===== config.mk =====
export PLATFORM = sky130hd
export DESIGN_NAME = relu_drain_ctrl
export DESIGN_NICKNAME = d
export VERILOG_FILES = /design/src/rtl/ffn_pkg.sv /design/src/rtl/acc_requant.sv /design/src/rtl/relu.sv /design/src/rtl/relu_drain_ctrl.sv
export SDC_FILE = /design/constraint.sdc
export NUM_CORES = 1
export LEC_CHECK = 0
export ABC_CLOCK_PERIOD_IN_PS = 4400
export BUFFER_PORTS_ARGS = -buffer_cell sky130_fd_sc_hd__buf_2
export CORE_UTILIZATION = 60
export CTS_BUF_LIST = sky130_fd_sc_hd__clkbuf_4
export DETAILED_ROUTE_END_ITERATION = 16
export HOLD_SLACK_MARGIN = 0.06
export PLACE_DENSITY = 0.93
export SLEW_MARGIN = 10
export SYNTH_ARGS = -nofsm -noshare
export SYNTH_HDL_FRONTEND = slang
export SYNTH_SLANG_ARGS = --single-unit

===== constraint.sdc =====
create_clock -name clk_i -period 4.4 [get_ports clk_i]
set_input_delay 0.22 -clock clk_i [delete_from_list [all_inputs] [get_ports clk_i]]
set_output_delay 0.22 -clock clk_i [all_outputs]
set_load 0.02 [all_outputs]

===== src/rtl/ffn_pkg.sv =====
// Shared types and default widths for the FFN output stage.
package ffn_pkg;

  localparam int unsigned N_COLS_DEF      = 4;
  localparam int unsigned ACC_WIDTH_DEF   = 24;
  localparam int unsigned DATA_WIDTH_DEF  = 8;
  localparam int unsigned SHIFT_WIDTH_DEF = 5;

  typedef enum logic [1:0] {
    IDLE,
    WAIT_ACC,
    DRAIN,
    DONE
  } drain_state_e;

endpackage


===== src/rtl/acc_requant.sv =====
// Requantise one accumulator: clamped arithmetic right shift, then signed saturation.
module acc_requant
  import ffn_pkg::*;
#(
  parameter int unsigned ACC_WIDTH   = ACC_WIDTH_DEF,
  parameter int unsigned DATA_WIDTH  = DATA_WIDTH_DEF,
  parameter int unsigned SHIFT_WIDTH = SHIFT_WIDTH_DEF
) (
  input  logic signed [ACC_WIDTH-1:0]   acc,
  input  logic        [SHIFT_WIDTH-1:0] shift,
  output logic signed [DATA_WIDTH-1:0]  data
);

  localparam int unsigned MAX_SHIFT = ACC_WIDTH - 1;

  logic        [SHIFT_WIDTH-1:0]        shift_eff;
  logic signed [ACC_WIDTH-1:0]          shifted;
  logic        [ACC_WIDTH-DATA_WIDTH:0] upper;

  // Floor shift, then clamp to the signed output range using the bits above the output sign.
  always_comb begin
    shift_eff = shift;
    if (32'(shift) >= MAX_SHIFT) shift_eff = SHIFT_WIDTH'(MAX_SHIFT);
    shifted = acc >>> shift_eff;
    upper   = shifted[ACC_WIDTH-1:DATA_WIDTH-1];
    if (upper == '0 || upper == '1) begin
      data = shifted[DATA_WIDTH-1:0];
    end else if (shifted[ACC_WIDTH-1]) begin
      data = {1'b1, {(DATA_WIDTH-1){1'b0}}};
    end else begin
      data = {1'b0, {(DATA_WIDTH-1){1'b1}}};
    end
  end

endmodule


===== src/rtl/relu.sv =====
// Rectified linear unit on a signed value.
module relu #(
  parameter int unsigned WIDTH = 8
) (
  input  logic signed [WIDTH-1:0] din,
  output logic        [WIDTH-1:0] dout
);

  // Negative inputs map to zero, everything else passes through.
  always_comb begin
    dout = din[WIDTH-1] ? '0 : din;
  end

endmodule


===== src/rtl/relu_drain_ctrl.sv =====
// Captures one row of accumulators per tile and drains it column by column through requant + ReLU.
module relu_drain_ctrl
  import ffn_pkg::*;
#(
  parameter  int unsigned N_COLS      = N_COLS_DEF,
  parameter  int unsigned ACC_WIDTH   = ACC_WIDTH_DEF,
  parameter  int unsigned DATA_WIDTH  = DATA_WIDTH_DEF,
  parameter  int unsigned SHIFT_WIDTH = SHIFT_WIDTH_DEF,
  localparam int unsigned COL_WIDTH   = (N_COLS > 1) ? $clog2(N_COLS) : 1
) (
  input  logic                        clk_i,
  input  logic                        rst_ni,
  input  logic                        start_i,
  input  logic [SHIFT_WIDTH-1:0]      shift_i,
  input  logic                        acc_valid_i,
  input  logic [N_COLS*ACC_WIDTH-1:0] acc_data_i,
  output logic                        acc_ready_o,
  output logic                        out_valid_o,
  input  logic                        out_ready_i,
  output logic [DATA_WIDTH-1:0]       out_data_o,
  output logic [COL_WIDTH-1:0]        out_col_o,
  output logic                        busy_o,
  output logic                        done_o
);

  localparam logic [COL_WIDTH-1:0] LAST_COL = COL_WIDTH'(N_COLS - 1);

  drain_state_e                 state_q, state_d;
  logic [COL_WIDTH-1:0]         col_q;
  logic [SHIFT_WIDTH-1:0]       shift_q;
  logic [ACC_WIDTH-1:0]         row_q [N_COLS];
  logic                         capture, beat, last_col;
  logic signed [DATA_WIDTH-1:0] requant;

  assign last_col  = (col_q == LAST_COL);
  assign out_col_o = col_q;

  // State register.
  always_ff @(posedge clk_i or negedge rst_ni) begin
    if (!rst_ni) state_q <= IDLE;
    else         state_q <= state_d;
  end

  // Next state and state-decoded handshake/status outputs.
  always_comb begin
    state_d     = state_q;
    acc_ready_o = 1'b0;
    out_valid_o = 1'b0;
    busy_o      = 1'b1;
    done_o      = 1'b0;
    unique case (state_q)
      IDLE: begin
        busy_o = 1'b0;
        if (start_i) state_d = WAIT_ACC;
      end
      WAIT_ACC: begin
        acc_ready_o = 1'b1;
        if (acc_valid_i) state_d = DRAIN;
      end
      DRAIN: begin
        out_valid_o = 1'b1;
        if (out_ready_i && last_col) state_d = DONE;
      end
      DONE: begin
        done_o  = 1'b1;
        state_d = IDLE;
      end
      default: state_d = IDLE;
    endcase
    capture = acc_ready_o && acc_valid_i;
    beat    = out_valid_o && out_ready_i;
  end

  // Shift amount latched at start; row buffer loaded on capture; column advances per transferred beat.
  always_ff @(posedge clk_i or negedge rst_ni) begin
    if (!rst_ni) begin
      shift_q <= '0;
      col_q   <= '0;
      for (int c = 0; c < N_COLS; c++) row_q[c] <= '0;
    end else begin
      if (state_q == IDLE && start_i) shift_q <= shift_i;
      if (capture) begin
        col_q <= '0;
        for (int c = 0; c < N_COLS; c++) row_q[c] <= acc_data_i[c*ACC_WIDTH +: ACC_WIDTH];
      end else if (beat && !last_col) begin
        col_q <= col_q + COL_WIDTH'(1);
      end
    end
  end

  acc_requant #(
    .ACC_WIDTH  (ACC_WIDTH),
    .DATA_WIDTH (DATA_WIDTH),
    .SHIFT_WIDTH(SHIFT_WIDTH)
  ) u_requant (
    .acc  (row_q[col_q]),
    .shift(shift_q),
    .data (requant)
  );

  relu #(
    .WIDTH(DATA_WIDTH)
  ) u_relu (
    .din (requant),
    .dout(out_data_o)
  );

endmodule


== After elaboration in Yosys (flattened, before gate mapping) ==
Cells that the tools add are included.
Widths: inputs -> output; s select.

* $add $sub $neg: 1
* $lt $le $gt $ge: 2
* Eq/ne operators: 8
* Shift-type cells: 1
* Muxes and demuxes: 17
* Bitwise gates (word level): 1
* Reduce and logical (&&, ||, !) cells: 11

{| class="wikitable"
|+ Operator list
! kind !! number
|-
| $bmux 24 s2 || 1
|-
| $mux 24 || 2
|-
| $sshr 24x5->24 || 1
|-
| $eq 17x17->1 const B || 1
|-
| $logic_not 17->1 || 1
|-
| $mux 8 || 2
|-
| $mux 2 || 5
|-
| $pmux 2 s4 || 1
|-
| $mux 7 || 1
|-
| $eq 2x2->1 const B || 3
|-
| $ne 2x2->1 const B || 3
|-
| $ge 5x5->1 const B || 1
|-
| $logic_and 1x1->1 || 5
|-
| $mux 5 || 1
|-
| $mux 1 || 4
|-
| $ge 3x3->1 const B || 1
|-
| $not 2->3 || 1
|-
| $reduce_and 3->1 || 1
|-
| $add 2x1->2 const B || 1
|-
| $eq 2x1->1 const B || 1
|-
| $logic_not 2->1 || 1
|-
| $reduce_bool 2->1 || 1
|-
| $logic_not 1->1 || 1
|-
| $logic_or 1x1->1 || 1
|}

* Flip-flop bits (word level): 105
* Input port bits: 106
* Output and inout bits: 14

== Logic depth before layout (Yosys ltp) ==
* Depth in word-level cells: 9
* Mapped depth: 10
* Mapped depth without buffers: 7

== Hierarchy ==
Synthesis repeated with hierarchy kept, for this count alone.

* Cell total of the unflattened synthesis: 548
* Area, all modules: 6378.6 um^2

{| class="wikitable"
|+ By module, submodules not included
! module !! instances !! cells an instance !! area each (um^2)
|-
| relu_drain_ctrl || 1 || 270 || 4603.2
|-
| acc_requant || 1 || 269 || 1720.4
|-
| relu || 1 || 9 || 55.1
|}

== Least setup slack after synthesis ==
OpenSTA, ideal clock, no wires.

* Path type: reg2out
* From: register col_q[1] (netlist: out_col_o[1])
* To: output port out_data_o[2]
* Arrival: 2766 ps
* Data required time: 4180 ps
* Path slack: 1414 ps
* Cell stages (with the launch flop): 10
* Path through: dfrtp_1 -> buf_4 -> buf_2 -> buf_2 -> mux4_2 -> mux2i_1 -> mux2_2 -> mux4_2 -> mux2_2 -> a41oi_1

* Longest elaborated chain between the ends: 9
* Elaborated cells on any way between the ends: 11
* Classes of those cells: eq/ne (1); shift (1); mux (6); bitwise (1); reduce/logical (2)

{| class="wikitable"
|+ RTL lines
! what !! line !! text
|-
| from (decl) || relu_drain_ctrl.sv:29 || <nowiki>logic [COL_WIDTH-1:0] col_q;</nowiki>
|-
| from (signal assigned) || relu_drain_ctrl.sv:86 || <nowiki>col_q <= col_q + COL_WIDTH'(1);</nowiki>
|-
| $not 2->3 (implied by the code) (*) || relu_drain_ctrl.sv:96 || <nowiki>.acc (row_q[col_q]),</nowiki>
|-
| $bmux 24 s2 (*) || relu_drain_ctrl.sv:96 ||
|-
| $mux 24 (implied by the code) (*) (2 in a row) || relu_drain_ctrl.sv:96 ||
|-
| $sshr 24x5->24 (*) || acc_requant.sv:24 || <nowiki>shifted = acc >>> shift_eff;</nowiki>
|-
| $eq 17x17->1 or $logic_not 17->1 (tied branches) || acc_requant.sv:26 || <nowiki>if (upper == '0 || upper == '1) begin</nowiki>
|-
| $logic_or 1x1->1 || acc_requant.sv:26 ||
|-
| $mux 8 (*) || acc_requant.sv:26 ||
|-
| $mux 7 (*) || relu.sv:11 || <nowiki>dout = din[WIDTH-1] ? '0 : din;</nowiki>
|-
| to (decl) || relu_drain_ctrl.sv:20 || <nowiki>output logic [DATA_WIDTH-1:0] out_data_o,</nowiki>
|}

Every way passes the cells marked *; elsewhere a longest branch is shown, timed or not. The select of a mux whose other input is x is not followed.

== Final worst setup path ==
* From: register col_q[0] (netlist: out_col_o[0])
* To: output port out_data_o[2]

The elaborated chain is that of the path after synthesis.

==> flow_summary_export.csv <==
group,metric,value,unit
synthesis,yosys_warnings,0,
clock_network,root_buffer,"clkbuf_4",
synthesis,syn-mean-instance-area,13.4,sq um
pwr,clockPowerShare,0.078,
clock_network,clock-sinks,105,
clock_network,clock_path_buffers,2,
setup_path,reg2reg_from,"state_q[1]",
synthesis,synth_area,0.00590,sq mm
synthesis,synth_area_leaders,"dfrtp_1 (45%), mux2_2 (23%), mux4_2 (10%)",
pwr,netSwitchingFraction,0.465,
global_routing,grt_pass1_wl,30.8,mm
route,vias,5161,
die,rows,35,
timing,finalHoldViolCount,0,
synthesis,postSynthNetCount,554,
setup_path,r2r_slack,1.84,ns
route,first_pass_iters,7,
route,drt-initial-drc-count,600,
global_routing,grt_usage,0.417,
pwr,power.share.sequential,0.294,
timing,rsz0062_at_grt,"no",
synthesis,yosys-top-cells-count,"mux2_2 (119), dfrtp_1 (105), mux2i_1 (28)",
timing,period_needed,4.04,ns
die,start_util,0.630,
timing,setup_violations,0,
synthesis,synth_ff_type,"dfrtp_1",
clock_network,clk_latency,0.48,ns
synthesis,seq_area_frac_synth,0.445,
min_path,hold_path.class,"input port to flip-flop",
pwr,p_sw,3060,uW
timing,fin_crit_sh,0.918,
synthesis,synth_top_area_cell,"dfrtp_1",
pwr,power_frac_comb,0.629,
die,fp.dieArea,0.0102,sq mm
global_routing,overflow,0,
place,numPortBuffers,118,
pwr,leakage,0.00341,uW
timing,fmax,0.248,GHz
place,place_hpwl,10.4,mm
route,vias_per_cell,6.54,
global_routing,grt_pass1_vias,5532,
route,drtAntennaViolNets,0,
synthesis,ys_seq_elements,105,
setup_path,worst_setup_path_start_kind,"flip-flop",
finish,synthToLayoutAreaGrowth,31.3,%
setup_path,worstPathRequired,4.18,ns
synthesis,yosysMostFrequentCell,"mux2_2",
timing,tns,0,ns
clock_network,cts_buffers,9,
setup_path,r2r_end,"row_q[93]",
setup_path,critPathKind,"flip-flop to output pin",
synthesis,synth_top_cell_area_share,0.445,
setup_path,arrival,3.82,ns
timing,drv_slew,0,
pwr,power_density,850,mW/mm^2
route,avgRoutedWirePerCell,25.2,um
die,die_h,101,um
pwr,internal_power,3520,uW
global_routing,antenna_found_initial,2,
die,pin_count,120,
synthesis,ys_types,53,
clock_network,h-tree-depth,3,
route,drc,0,
pwr,design_power_total,6590,uW
timing,worst_slew_pin_slew,1.06,ns
finish,fill_cells,456,
run_status,status,"complete, no violations",
timing,relSlewSlack,0.291,
timing,final.setup_skew,0.0269,ns
finish,finish.net_count,765,
setup_path,rr_worst_depth,5,
setup_path,endpoint_kind,"output pin",
place,gp_congestion,0.939,
clock_network,cts_tree,"yes",
die,fp.dieW,101,um
die,coreArea,0.00937,sq mm
synthesis,syn_inst,442,
setup_path,critPathLaunch,"out_col_o[0]",
global_routing,grt_max_degree,80,
setup_path,crit_end,"out_data_o[2]",
finish,drive_gt1_frac,0.457,
run,cap_violations,0,
clock_network,clkTransAtPathRegs,0.16,ns
route,drt_wl_total,19.9,mm
pwr,vdd_drop_max,377,uV
synthesis,synth_edf_count,0,
setup_path,crit_path_max_fanout,20,
synthesis,async_flop_share,1.00,
metal layers:
metal / up-vias / track usage / wire, um
li1: 2106 / - / -
met1: 2495 / 0.501 / 6830
met2: 440 / 0.703 / 9880
met3: 120 / 0.0945 / 1980
met4: 0 / 0.229 / 1180
met5: - / 0 / 0
how the worst min path moves through the flow:
stage / cells past startpoint / slack [ns] / from / to
6_report: 5 / 0.24 / out_ready_i / state_q[1]
5_1_grt: 4 / 0.26 / out_ready_i / out_col_o[0]
4_1_cts: 4 / 0.19 / out_ready_i / state_q[0]
3_5_place_dp: 1 / 0.41 / rst_ni / row_q[52]
3_3_place_gp: 1 / 0.40 / rst_ni / row_q[76]
2_1_floorplan: 0 / -0.08 / rst_ni / out_col_o[0]
cell type report:
| class | instances | area (sq um) | area share |
|---|---|---|---|
| clock buffer | 10 | 75.1 | 0.00969 |
| multi-input combinational | 298 | 3090 | 0.398 |
| antenna | 2 | 5.00 | 0.000646 |
| clock inverter | 6 | 58.8 | 0.00759 |
| timing repair buffer | 232 | 1710 | 0.220 |
| tap | 129 | 161 | 0.0208 |
| inverter | 7 | 26.3 | 0.00339 |
| sequential | 105 | 2630 | 0.339 |
kinds of logic after synthesis:
kind of cell | share of synthesized area
muxes | 0.390
xor gates and xnor gates | 0.00148
adders and majority gates | 0.0127
DFF | 0.445
buffers and inverters | 0.0331
other | 0.000635
AOI/OAI and AO/OA | 0.0765
and+or+nand+nor | 0.0401
power groups by stage:
stage / registers, uW / clock network [uW] / logic (uW)
6_report: 1930 / 513 / 4140
3_3_place_gp: 1800 / 0 / 3660
4_1_cts: 1820 / 494 / 3830
2_1_floorplan: 1640 / 0 / 3030
3_5_place_dp: 1840 / 0 / 3750
5_1_grt: 1950 / 539 / 4340
registers in the layout, indices dropped and copies added (netlist names):
| register | flops |
|---|---|
| out_col_o | 2 |
| state_q | 2 |
| shift_q | 5 |
| row_q | 96 |
cells in the final DEF (no fill, tap or decap), types with 3 or more instances in the layout:
| master | Yosys | layout |
|---|---|---|
| a21oi_1 | 10 | 10 |
| clkbuf_4 | 0 | 10 |
| o21ai_0 | 5 | 5 |
| buf_2 | 8 | 117 |
| a21oi_2 | 4 | 4 |
| mux2i_1 | 28 | 28 |
| nand2_1 | 23 | 22 |
| a211oi_1 | 4 | 4 |
| dlygate4sd3_1 | 0 | 103 |
| inv_8 | 0 | 3 |
| ha_1 | 6 | 6 |
| nor2_1 | 15 | 15 |
| nand3_1 | 5 | 5 |
| dfrtp_1 | 105 | 104 |
| a41oi_1 | 9 | 9 |
| mux2_2 | 119 | 119 |
| inv_1 | 6 | 6 |
| nor3_1 | 3 | 3 |
| o22ai_1 | 3 | 3 |
| mux4_2 | 27 | 27 |
| buf_4 | 2 | 12 |
through the flow:
| step | std cells | util | area, sq um | worst slack [ns] | hold slack, ns |
|---|---|---|---|---|---|
| 2_1_floorplan | 442 | - | 5900 | 1.41 | -0.0756 |
| 3_3_place_gp | 668 | 0.702 | 6580 | 1.09 | 0.396 |
| 3_5_place_dp | 668 | 0.702 | 6580 | 1.00 | 0.408 |
| 4_1_cts | 787 | 0.826 | 7740 | 0.484 | 0.189 |
| 5_1_grt | 789 | 0.827 | 7750 | 0.174 | 0.261 |
| 6_report | 789 | 0.827 | 7750 | 0.362 | 0.241 |
worst max-delay path: stages (launching register included):
cell     delay [ns]
dfrtp_2        0.84
buf_4          0.30
mux4_2         0.56
mux2i_1        0.30
mux2i_1        0.22
nor2_1         0.17
a21oi_1        0.11
o21ai_1        0.46
a41oi_1        0.20
buf_2          0.20
repair_timing:
item	in CTS	in global routing
resized for setup	0	0
hold buffers	103	0
buffers inserted	0	0
endpoints found under the hold margin	176	0
(Power assumes the default switching activity.)
